## src/rtl/dyt_sram_arb_if.sv

```systemverilog
// Request/SRAM bundle for dyt_sram_arb; byte-strobe signals appear when DYT_SRAM_ARB_BYTE_STROBE_EN is defined.
// slave = arbiter view, master = requesters plus SRAM macro side.
interface dyt_sram_arb_if #(
   parameter int unsigned NPORTS = 2,
   parameter int unsigned ADDR_W = 32,
   parameter int unsigned DATA_W = 32
);
   logic [NPORTS-1:0]        port_ren;
   logic [NPORTS-1:0]        port_wen;
   logic [NPORTS*ADDR_W-1:0] port_addr;
   logic [NPORTS*DATA_W-1:0] port_w_data;
   logic [NPORTS-1:0]        port_ready;
   logic [DATA_W-1:0]        port_r_data;
   logic [ADDR_W-1:0]        sram_address;
   logic [DATA_W-1:0]        sram_w_data;
   logic                     sram_ren;
   logic                     sram_wen;
   logic [DATA_W-1:0]        sram_r_data;
`ifdef DYT_SRAM_ARB_BYTE_STROBE_EN
   logic [NPORTS*DATA_W/8-1:0] port_strb;
   logic [DATA_W/8-1:0]        sram_strb;

   modport slave (
      input  port_ren, port_wen, port_addr, port_w_data, port_strb, sram_r_data,
      output port_ready, port_r_data, sram_address, sram_w_data, sram_ren, sram_wen, sram_strb
   );
   modport master (
      output port_ren, port_wen, port_addr, port_w_data, port_strb, sram_r_data,
      input  port_ready, port_r_data, sram_address, sram_w_data, sram_ren, sram_wen, sram_strb
   );
`else
   modport slave (
      input  port_ren, port_wen, port_addr, port_w_data, sram_r_data,
      output port_ready, port_r_data, sram_address, sram_w_data, sram_ren, sram_wen
   );
   modport master (
      output port_ren, port_wen, port_addr, port_w_data, sram_r_data,
      input  port_ready, port_r_data, sram_address, sram_w_data, sram_ren, sram_wen
   );
`endif
endinterface

```

## src/rtl/dyt_sram_arb.sv

```systemverilog
// Round-robin N-port arbiter/controller in front of a single-port SRAM.
// Optional byte strobes enabled by defining DYT_SRAM_ARB_BYTE_STROBE_EN.
module dyt_sram_arb #(
   parameter int unsigned NPORTS = 2,
   parameter int unsigned ADDR_W = 32,
   parameter int unsigned DATA_W = 32,
   parameter int unsigned RD_LAT = 1
) (
   input  logic            CLK,
   input  logic            nRST,
   dyt_sram_arb_if.slave   bus
);
   localparam int unsigned PTR_W  = (NPORTS > 1) ? $clog2(NPORTS) : 1;
   localparam int unsigned CNT_W  = 2;
   localparam int unsigned STRB_W = DATA_W / 8;

   localparam logic [1:0] S_IDLE   = 2'd0;
   localparam logic [1:0] S_ACCESS = 2'd1;
   localparam logic [1:0] S_WAIT   = 2'd2;
   localparam logic [1:0] S_DONE   = 2'd3;

   logic [1:0]        state, state_n;
   logic [PTR_W-1:0]  ptr, ptr_n;
   logic [PTR_W-1:0]  grant, grant_n;
   logic              op_wr, op_wr_n;
   logic [CNT_W-1:0]  cnt, cnt_n;
   logic [ADDR_W-1:0] addr_q, addr_n;
   logic [DATA_W-1:0] wdata_q, wdata_n;
   logic [DATA_W-1:0] rdata_q, rdata_n;
   logic [NPORTS-1:0] ready_q, ready_n;
   logic              ren_q, ren_n;
   logic              wen_q, wen_n;
   logic [STRB_W-1:0] strb_q, strb_n;

   logic [NPORTS-1:0] req;
   logic              gnt_found;
   logic [PTR_W-1:0]  gnt_idx;
   logic [PTR_W-1:0]  cand;
   logic              gnt_wr;
   logic [STRB_W-1:0] gnt_strb;

   assign req = bus.port_ren | bus.port_wen;

   // First requesting port at or after the round-robin pointer.
   always_comb begin
      gnt_found = 1'b0;
      gnt_idx   = '0;
      cand      = '0;
      for (int unsigned k = 0; k < NPORTS; k++) begin
         cand = PTR_W'((32'(ptr) + k) % NPORTS);
         if (!gnt_found && req[cand]) begin
            gnt_found = 1'b1;
            gnt_idx   = cand;
         end
      end
   end

   assign gnt_wr = bus.port_wen[gnt_idx];
`ifdef DYT_SRAM_ARB_BYTE_STROBE_EN
   assign gnt_strb = bus.port_strb[gnt_idx*STRB_W +: STRB_W];
`else
   assign gnt_strb = '1;
`endif

   always_ff @(posedge CLK or negedge nRST) begin
      if (!nRST) begin
         state   <= S_IDLE;
         ptr     <= '0;
         grant   <= '0;
         op_wr   <= 1'b0;
         cnt     <= '0;
         addr_q  <= '0;
         wdata_q <= '0;
         rdata_q <= '0;
         ready_q <= '0;
         ren_q   <= 1'b0;
         wen_q   <= 1'b0;
         strb_q  <= '0;
      end else begin
         state   <= state_n;
         ptr     <= ptr_n;
         grant   <= grant_n;
         op_wr   <= op_wr_n;
         cnt     <= cnt_n;
         addr_q  <= addr_n;
         wdata_q <= wdata_n;
         rdata_q <= rdata_n;
         ready_q <= ready_n;
         ren_q   <= ren_n;
         wen_q   <= wen_n;
         strb_q  <= strb_n;
      end
   end

   // Next state plus next value of every registered output.
   always_comb begin
      state_n = state;
      ptr_n   = ptr;
      grant_n = grant;
      op_wr_n = op_wr;
      cnt_n   = cnt;
      addr_n  = addr_q;
      wdata_n = wdata_q;
      rdata_n = rdata_q;
      ready_n = '0;
      ren_n   = 1'b0;
      wen_n   = 1'b0;
      strb_n  = '0;
      unique case (state)
         S_IDLE: begin
            if (gnt_found) begin
               grant_n = gnt_idx;
               op_wr_n = gnt_wr;
               addr_n  = bus.port_addr[gnt_idx*ADDR_W +: ADDR_W];
               wdata_n = bus.port_w_data[gnt_idx*DATA_W +: DATA_W];
               // An all-zero strobe write runs the full handshake without touching the SRAM.
               wen_n   = gnt_wr && (gnt_strb != '0);
               ren_n   = !gnt_wr;
               strb_n  = gnt_wr ? gnt_strb : '0;
               state_n = S_ACCESS;
            end
         end
         S_ACCESS: begin
            if (op_wr) begin
               ready_n = NPORTS'(1) << grant;
               state_n = S_DONE;
            end else begin
               ren_n   = 1'b1;
               cnt_n   = CNT_W'(RD_LAT - 1);
               state_n = S_WAIT;
            end
         end
         S_WAIT: begin
            if (cnt == '0) begin
               rdata_n = bus.sram_r_data;
               ready_n = NPORTS'(1) << grant;
               state_n = S_DONE;
            end else begin
               cnt_n   = cnt - 1'b1;
               ren_n   = 1'b1;
            end
         end
         default: begin
            ptr_n   = (grant == PTR_W'(NPORTS - 1)) ? '0 : grant + 1'b1;
            state_n = S_IDLE;
         end
      endcase
   end

   assign bus.port_ready   = ready_q;
   assign bus.port_r_data  = rdata_q;
   assign bus.sram_address = addr_q;
   assign bus.sram_w_data  = wdata_q;
   assign bus.sram_ren     = ren_q;
   assign bus.sram_wen     = wen_q;
`ifdef DYT_SRAM_ARB_BYTE_STROBE_EN
   assign bus.sram_strb    = strb_q;
`else
   logic unused_strb;
   assign unused_strb = ^strb_q;
`endif

endmodule

```

## src/flat_wrapper.sv

```systemverilog
// flat-port wrapper written by rule: the top's interface ports become plain ports
module dyt_sram_arb_flat 
#(
   parameter int unsigned NPORTS = 2,
   parameter int unsigned ADDR_W = 32,
   parameter int unsigned DATA_W = 32,
   parameter int unsigned RD_LAT = 1
)
  (CLK, nRST, bus_port_ren, bus_port_wen, bus_port_addr, bus_port_w_data, bus_sram_r_data, bus_port_ready, bus_port_r_data, bus_sram_address, bus_sram_w_data, bus_sram_ren, bus_sram_wen);
  dyt_sram_arb_if #(.NPORTS(NPORTS), .ADDR_W(ADDR_W), .DATA_W(DATA_W)) bus_i ();
  input  logic CLK;
  input  logic nRST;
  input wire logic [$bits(bus_i.port_ren)-1:0] bus_port_ren;
  input wire logic [$bits(bus_i.port_wen)-1:0] bus_port_wen;
  input wire logic [$bits(bus_i.port_addr)-1:0] bus_port_addr;
  input wire logic [$bits(bus_i.port_w_data)-1:0] bus_port_w_data;
  input wire logic [$bits(bus_i.sram_r_data)-1:0] bus_sram_r_data;
  output wire logic [$bits(bus_i.port_ready)-1:0] bus_port_ready;
  output wire logic [$bits(bus_i.port_r_data)-1:0] bus_port_r_data;
  output wire logic [$bits(bus_i.sram_address)-1:0] bus_sram_address;
  output wire logic [$bits(bus_i.sram_w_data)-1:0] bus_sram_w_data;
  output wire logic [$bits(bus_i.sram_ren)-1:0] bus_sram_ren;
  output wire logic [$bits(bus_i.sram_wen)-1:0] bus_sram_wen;
  assign bus_i.port_ren = bus_port_ren;
  assign bus_i.port_wen = bus_port_wen;
  assign bus_i.port_addr = bus_port_addr;
  assign bus_i.port_w_data = bus_port_w_data;
  assign bus_i.sram_r_data = bus_sram_r_data;
  assign bus_port_ready = bus_i.port_ready;
  assign bus_port_r_data = bus_i.port_r_data;
  assign bus_sram_address = bus_i.sram_address;
  assign bus_sram_w_data = bus_i.sram_w_data;
  assign bus_sram_ren = bus_i.sram_ren;
  assign bus_sram_wen = bus_i.sram_wen;
  dyt_sram_arb #(.NPORTS(NPORTS), .ADDR_W(ADDR_W), .DATA_W(DATA_W), .RD_LAT(RD_LAT)) u_core (.CLK(CLK), .nRST(nRST), .bus(bus_i));
endmodule
```

## config.mk

```make
export PLATFORM = sky130hd
export DESIGN_NAME = dyt_sram_arb_flat
export DESIGN_NICKNAME = d
export VERILOG_FILES = /design/src/rtl/dyt_sram_arb_if.sv /design/src/rtl/dyt_sram_arb.sv /design/src/flat_wrapper.sv
export SDC_FILE = /design/constraint.sdc
export NUM_CORES = 1
export LEC_CHECK = 0
export ABC_AREA = 1
export CAP_MARGIN = 5
export CELL_PAD_IN_SITES_DETAIL_PLACEMENT = 1
export CELL_PAD_IN_SITES_GLOBAL_PLACEMENT = 1
export CORE_ASPECT_RATIO = 1.2
export CORE_MARGIN = 3
export CORE_UTILIZATION = 27
export CTS_CLUSTER_SIZE = 12
export DETAILED_ROUTE_END_ITERATION = 6
export PLACE_DENSITY_LB_ADDON = 0.1
export SLEW_MARGIN = 20
export SYNTH_ARGS = -nofsm -noshare
export SYNTH_HDL_FRONTEND = slang
export SYNTH_SLANG_ARGS = --single-unit
```

## constraint.sdc

```tcl
create_clock -name CLK -period 1.7 [get_ports CLK]
set_input_delay 0.34 -clock CLK [delete_from_list [all_inputs] [get_ports CLK]]
set_output_delay 0.34 -clock CLK [all_outputs]
set_load 0.02 [all_outputs]
```

==> reports/summary.json, run 1 <==
{
  "crit_arrival_ns": 1.32,
  "clk_pin_slew_worst_paths_ns": 0.07,
  "start_util_pct": 28.0,
  "place_area_um2": 7770,
  "share_of_the_yosys_chip_area_belonging_to_registers_pct": 55.7,
  "antenna_violating_nets_post_route": 0,
  "area_of_combinational_cells_with_multiple_inputs_um2": 1820,
  "diodes": 0,
  "capturing_element_type_of_the_critical_path": "output pin",
  "layout_cell_area_excl_fill_um2": 8180,
  "htree_num_levels": 3,
  "fin_skew_ns": 0.00535,
  "tritoncts_clock_tree": "done",
  "cp_slowest_cell": "clkdlybuf4s50_1",
  "synth_cell_types": 21,
  "num-nets-final": 985,
  "wire_per_inst_um": 18.2,
  "max-slew-margin-rel_pct": 76.7,
  "crit_fanout": 2,
  "cts_made_buffers": 9,
  "number_of_global_route_vias_before_repair": 5440,
  "buffer_and_inverter_count_on_the_worst_path": 1,
  "crit_path_cell_trace": "clkdlybuf4s50_1",
  "cts_buffer_depth": 2,
  "syn_area_per_cell_um2": 8.66,
  "dp_slack_ns": -0.157,
  "drc_violations": 0,
  "hold_path_class": "in2async",
  "netlist_instances": 555,
  "finalSetupViolations": 0,
  "wl_met2_um": 9570,
  "num_rows": 52,
  "critPathTopFamily": "buffers and inverters",
  "fin_crit_ns": 1.66,
  "grt_first_pass_wirelength_um": 29300,
  "horiz_die_dim_um": 128,
  "cts.root.buffer_cell": "clkbuf_16",
  "synth_enable_flop_cells": 0,
  "synth.yosys.warnings": 0,
  "n_fill_cell": 1958,
  "area.growth.synth_to_final_pct": 70.2,
  "synth_top_flop_cell": "dfrtp_1",
  "vias_per_cell": 4.87,
  "worst-setup-path-type": "reg2out",
  "post_layout_nonfiller_instances": 1033,
  "wl_met3_um": 1240,
  "ioPinCount": 266,
  "worst_setup_path_start_kind": "register",
  "dp.cells": 1017,
  "wl_um": 18800,
  "p_per_area_nw_per_um2": 1840,
  "core_region_area_um2": 17200,
  "power_leakage_nw": 3.92,
  "post-cts-setup-buffer-count": 0,
  "grt_antenna_before_repair": 0,
  "drt_first_iter_violations": 197,
  "grt_remaining_overflow": 0,
  "max_freq_mhz": 602,
  "yosys-top-cells-count": "a21oi_1, dfrtp_1, nand2_1",
  "drv_cap": 0,
  "synth-async-reset-ratio_pct": 100,
  "yosysMostFrequentCell": "a21oi_1",
  "synthesis.nets": 727,
  "via_count": 5031,
  "floorplan.die.height_um": 152,
  "dr.pass1.iters": 4,
  "gr_usage_total_pct": 18.8,
  "yosysTopAreaCell": "dfrtp_1",
  "worst_skew_pair.late_latency_ns": 0.34,
  "place.gp.congestion": 0.754,
  "worst-endpoint-required_ns": 1.36,
  "finalWorstSetupSlack_ns": 0.0396,
  "power.ir.vdd_worst_v": 0.000784,
  "tritoncts_num_sinks": 107,
  "final-max-slew-violation-count": 0,
  "dp_hpwl_um": 13900,
  "ff_latch_area_um2": 2680,
  "grt_max_degree": 39,
  "fin_crit_sh_pct": 97.7,
  "port_bufs": 265,
  "detail_route.wirelength.met1_um": 7530,
  "status": "finished, final reports clean",
  "report.final.hold_viol_count": 0,
  "synthesis_stage_register_bit_count": 107,
  "grt_setup_unrepaired": "false",
  "worst_pin_slew_ns": 0.350,
  "topRoutingLayerUsed": "met4",
  "layout-drive-gt1-share_pct": 5.39,
  "post_synth_main_area_contributors": "dfrtp_1, a21oi_1, nand2_1",
  "max_stage_delay_ns": 0.63,
  "netlist_area_um2": 4800,
  "die_area_um2": 19400,
  "yosysTopAreaCellShare_pct": 55.7
}
-- state kept, by name, indices dropped and copies added, names as in the netlist, 2 cells and up --
signal and count:
u_core.bus.sram_address 32, u_core.bus.port_ready 2, u_core.cnt 2, u_core.bus.sram_w_data 32, u_core.state 2, u_core.bus.port_r_data 32
-- final cells by class --
type / instances / share of cell area (%)
Clock buffer: 14 / 3.35
Clock inverter: 1 / 0.0918
Inverter: 15 / 0.689
Multi-Input combinational cell: 392 / 22.2
Sequential cell: 107 / 32.8
Tap cell: 216 / 3.31
Timing Repair Buffer: 288 / 37.6
-- repair_timing --
action,in CTS,in global routing
hold buffers,1,0
hold endpoints to repair,20,0
setup endpoints to repair,7,48
resized for setup,7,48
pin swaps,0,0
-- metal layers --
layer,vias up,track usage [%]
li1,2357,-
met3,26,4.00
met5,-,0
met4,0,6.17
met2,184,32.8
met1,2464,22.9
-- worst paths after layout --
check | cells after the start | startpoint | end | slack [ns]
max | 1 | u_core.bus.sram_address[13]$_DFFE_PN0P_ | bus_sram_address[13] | 0.04
min | 2 | nRST | u_core.bus.sram_address[14]$_DFFE_PN0P_ | 0.44
max reg2reg | 7 | u_core.state[0]$_DFFE_PN0P_ | u_core.bus.sram_address[4]$_DFFE_PN0P_ | 0.21
min reg2reg | 2 | u_core.bus.port_r_data[0]$_DFFE_PN0P_ | u_core.bus.port_r_data[0]$_DFFE_PN0P_ | 0.48
max in group asynchronous | 3 | nRST | u_core.bus.sram_address[22]$_DFFE_PN0P_ | 0.72
min in group CLK | 2 | u_core.bus.port_r_data[0]$_DFFE_PN0P_ | u_core.bus.port_r_data[0]$_DFFE_PN0P_ | 0.48
-- power by group --
part | internal [mW] | leakage [nW] | switching, mW
combinational | 3.67 | 2.54 | 4.85
sequential | 3.84 | 1.25 | 0.664
clock | 1.11 | 0.135 | 0.908
total | 8.62 | 3.92 | 6.43
-- cell families (layout without fill, tap and decap cells) --
logic type      count (synthesis)  after routing  synth area share, %
compound gates                142            142                 15.1
fa+ha+maj                       6              6                 1.56
buf+inv                        56            318                 6.69
flops                         107            107                 55.7
simple gates                  244            244                 21.0
-- stage by stage --
stage,TNS (ns),util (%),hold slack [ns],total power [mW]
floorplan,0,-,0.0444,9.22
global placement,-3.84,45.3,0.271,13.1
detailed placement,-7.61,45.3,0.272,13.4
CTS,0,46.9,0.447,15.4
global route,0,47.6,0.466,16.2
finish,0,47.6,0.441,15.0
-- placed cells by master, fill, tap and decap left out --
master / n
dlygate4sd3_1: 1
dfrtp_1: 107
nand2_2: 2
o22ai_1: 2
dlymetal6s2s_1: 48
nor3_2: 1
clkdlybuf4s50_1: 209
buf_4: 12
o21ai_0: 6
nor2_1: 69
dlygate4sd2_1: 7
clkbuf_1: 2
o21ai_1: 1
inv_1: 12
o21a_1: 1
nand2_1: 106
clkbuf_16: 9
clkinvlp_4: 1
buf_12: 11
a21oi_1: 130
nand3_1: 66
clkbuf_8: 3
a31o_2: 1
ha_1: 6
inv_2: 3
o21ai_4: 1
No activity file was read; power rests on OpenSTA's default activity.
==> inputs of run 2 (changes only) <==
--- a/config.mk
+++ b/config.mk
@@ -15,7 +15,7 @@
 export CTS_CLUSTER_SIZE = 12
 export DETAILED_ROUTE_END_ITERATION = 6
 export PLACE_DENSITY_LB_ADDON = 0.1
-export SLEW_MARGIN = 20
+export RECOVER_POWER = 50
 export SYNTH_ARGS = -nofsm -noshare
 export SYNTH_HDL_FRONTEND = slang
 export SYNTH_SLANG_ARGS = --single-unit
==> run 2 against run 1 <==
Net effect:
- register-to-register slack about the same
- maximum frequency up 0.10%
- setup slack better by 0.0017 ns
- die area unchanged
- final area down 4.1%
- utilization down 2.0 points
- critical path depth unchanged
- worst hold slack better by 0.040 ns
- cell count unchanged
- clock-buffer cell count unchanged
- via count down 0.22%
- total power down 3.0%
==> reports/summary.json, run 2 (synthesis results as in run 1) <==
{
  "place.gp.congestion": {"value": 0.754, "change": "unchanged"},
  "finalSetupViolations": {"value": 0, "change": "unchanged"},
  "buffer_and_inverter_count_on_the_worst_path": {"value": 1, "change": "unchanged"},
  "dp.cells": {"value": 1017, "change": "unchanged"},
  "htree_num_levels": {"value": 3, "change": "unchanged"},
  "num_rows": {"value": 52, "change": "unchanged"},
  "diodes": {"value": 0, "change": "unchanged"},
  "worst-endpoint-required": {"value": 1.36, "unit": "ns", "change": "about the same"},
  "p_per_area": {"value": 1860, "unit": "nW/um2", "change": "+1.2%"},
  "layout-drive-gt1-share": {"value": 5.39, "unit": "%", "change": "unchanged"},
  "wl": {"value": 18800, "unit": "um", "change": "+0.19%"},
  "max_stage_delay": {"value": 0.62, "unit": "ns", "change": "about the same"},
  "horiz_die_dim": {"value": 128, "unit": "um", "change": "unchanged"},
  "area.growth.synth_to_final_pct": 63.1,
  "num-nets-final": {"value": 985, "change": "unchanged"},
  "port_bufs": {"value": 265, "change": "unchanged"},
  "worst_setup_path_start_kind": "register",
  "cts_made_buffers": {"value": 9, "change": "unchanged"},
  "core_region_area": {"value": 17200, "unit": "um2", "change": "unchanged"},
  "antenna_violating_nets_post_route": {"value": 0, "change": "unchanged"},
  "layout_cell_area_excl_fill": {"value": 7840, "unit": "um2", "change": "-4.1%"},
  "drv_cap": {"value": 0, "change": "unchanged"},
  "clk_pin_slew_worst_paths": {"value": 0.07, "unit": "ns", "change": "about the same"},
  "worst-setup-path-type": "reg2out",
  "report.final.hold_viol_count": {"value": 0, "change": "unchanged"},
  "fin_crit": {"value": 1.66, "unit": "ns", "change": "-0.00169 ns"},
  "most_frequent_cells_in_the_layout": "clkdlybuf4s50_1, a21oi_1, dfrtp_1, nand2_1, nor2_1",
  "hold_path_class": "reg2reg",
  "tritoncts_clock_tree": "done",
  "fin_skew": {"value": 0.00539, "unit": "ns", "change": "+0.0000398 ns"},
  "cts.root.buffer_cell": "clkbuf_16",
  "fin_crit_sh": {"value": 97.6, "unit": "%", "change": "-0.099 points"},
  "place_area": {"value": 7770, "unit": "um2", "change": "unchanged"},
  "hold-path-cell-count": 2,
  "worstRegToRegCells": {"value": 7, "change": "unchanged"},
  "worst_pin_slew": {"value": 0.671, "unit": "ns", "change": "+0.321 ns"},
  "power.ir.vdd_worst": {"value": 0.000739, "unit": "V", "change": "-5.9%"},
  "grt_remaining_overflow": {"value": 0, "change": "unchanged"},
  "final-max-slew-violation-count": {"value": 0, "change": "unchanged"},
  "regToRegStartpoint": "u_core.state[0]$_DFFE_PN0P_",
  "via_count": {"value": 5020, "change": "-0.22%"},
  "die_area": {"value": 19400, "unit": "um2", "change": "unchanged"},
  "status": "finished, final reports clean",
  "grt_max_degree": {"value": 39, "change": "unchanged"},
  "capturing_element_type_of_the_critical_path": "output pin",
  "worst_skew_pair.late_latency": {"value": 0.34, "unit": "ns", "change": "about the same"},
  "worst_hold_startpoint": "u_core.bus.port_r_data[30]$_DFFE_PN0P_",
  "vias_per_cell": {"value": 4.86, "change": "-0.22%"},
  "start_util": {"value": 28.0, "unit": "%", "change": "unchanged"},
  "drt_first_iter_violations": {"value": 202, "change": "+2.5%"},
  "cts_buffer_depth": {"value": 2, "change": "unchanged"},
  "reg2reg_to": "u_core.bus.sram_address[4]$_DFFE_PN0P_",
  "max_freq": {"value": 603, "unit": "MHz", "change": "+0.10%"},
  "grt_first_pass_wirelength": {"value": 29300, "unit": "um", "change": "unchanged"},
  "crit_arrival": {"value": 1.32, "unit": "ns", "change": "about the same"},
  "crit_start": "u_core.bus.sram_address[13]$_DFFE_PN0P_",
  "timing.reg2reg.setup_slack": {"value": 0.21, "unit": "ns", "change": "about the same"},
  "gr_usage_total": {"value": 18.8, "unit": "%", "change": "unchanged"},
  "grt_setup_unrepaired": "false",
  "ioPinCount": {"value": 266, "change": "unchanged"},
  "dr.pass1.iters": {"value": 4, "change": "unchanged"},
  "crit_path_cell_trace": "clkdlybuf4s50_1",
  "max-slew-margin-rel": {"value": 55.3, "unit": "%", "change": "-21 points"},
  "commonest_non_fill_non_tap_cell_in_the_layout": "clkdlybuf4s50_1",
  "post_layout_nonfiller_instances": {"value": 1033, "change": "unchanged"},
  "grt_antenna_before_repair": {"value": 0, "change": "unchanged"},
  "cp_slowest_cell": "clkdlybuf4s50_1",
  "floorplan.die.height": {"value": 152, "unit": "um", "change": "unchanged"},
  "number_of_global_route_vias_before_repair": {"value": 5440, "change": "unchanged"},
  "dp_hpwl": {"value": 13900, "unit": "um", "change": "unchanged"},
  "drc_violations": {"value": 0, "change": "unchanged"},
  "finalWorstSetupSlack": {"value": 0.0413, "unit": "ns", "change": "+0.00169 ns"},
  "tritoncts_num_sinks": {"value": 107, "change": "unchanged"},
  "critPathTopFamily": "buffers and inverters",
  "crit_fanout": {"value": 2, "change": "unchanged"},
  "power_leakage": {"value": 3.46, "unit": "nW", "change": "-12%"},
  "wire_per_inst": {"value": 18.2, "unit": "um", "change": "+0.19%"},
  "dp_slack": {"value": -0.157, "unit": "ns", "change": "unchanged"},
  "worstHoldEndpoint": "u_core.bus.port_r_data[30]$_DFFE_PN0P_"
}
## run 2: worst max path at each step
stage	endpoint	slack [ns]	depth (start not counted)
3_3_place_gp	u_core.bus.sram_address[15]$_DFFE_PN0P_	-0.08	6
6_report	bus_sram_address[13]	0.04	1
5_1_grt	bus_port_r_data[3]	0.0003	1
4_1_cts	bus_sram_address[23]	0.002	1
2_1_floorplan	u_core.cnt[0]$_DFFE_PN0P_	0.37	7
3_5_place_dp	u_core.bus.sram_w_data[23]$_DFFE_PN0P_	-0.16	8
## run 2: cell type report
cell class	count	area [um2]
clock inverter	1	7.51
fill	1991	9340
clock buffer	14	274
tap	216	270
multi-input combinational	392	1820
timing repair buffer	288	2740
sequential	107	2680
inverter	15	56.3
## run 2: layer usage
layer / global-route usage (%) / vias to the layer above / part of all wire (%)
met4: 6.17 / 0 / 2.1
met5: 0 / - / 0
met1: 22.9 / 2455 / 40
li1: - / 2355 / -
met3: 4.00 / 26 / 6.5
met2: 32.8 / 184 / 51
## run 2: through the flow
stage | hold WS, ns | setup TNS, ns | total power, mW | utilization (%)
after floorplan | 0.0444 | 0 | 9.22 | -
after global placement | 0.271 | -3.84 | 13.1 | 45.3
after detailed placement | 0.272 | -7.61 | 13.4 | 45.3
after CTS | 0.447 | 0 | 15.4 | 46.9
after global routing | 0.506 | 0 | 15.8 | 45.6
final | 0.481 | 0 | 14.6 | 45.6
## run 2: worst register-to-register path, cell delays in order (launching register included)
cell     delay [ns]
dfrtp_1        0.43
inv_1          0.10
ha_1           0.19
nand2_2        0.13
inv_2          0.14
buf_12         0.21
nor2_1         0.07
a21oi_1        0.15
## run 2: where the power goes
group,total (mW),internal [mW],switching (mW)
combinational,8.06,3.20,4.85
clock,2.02,1.11,0.906
sequential,4.52,3.84,0.678
## run 2: repair_timing
item | CTS | global route
hold buffers | 1 | 0
gates resized for setup | 7 | 48
hold endpoints to repair | 20 | 0
setup endpoints to repair | 7 | 48
setup buffers | 0 | 0
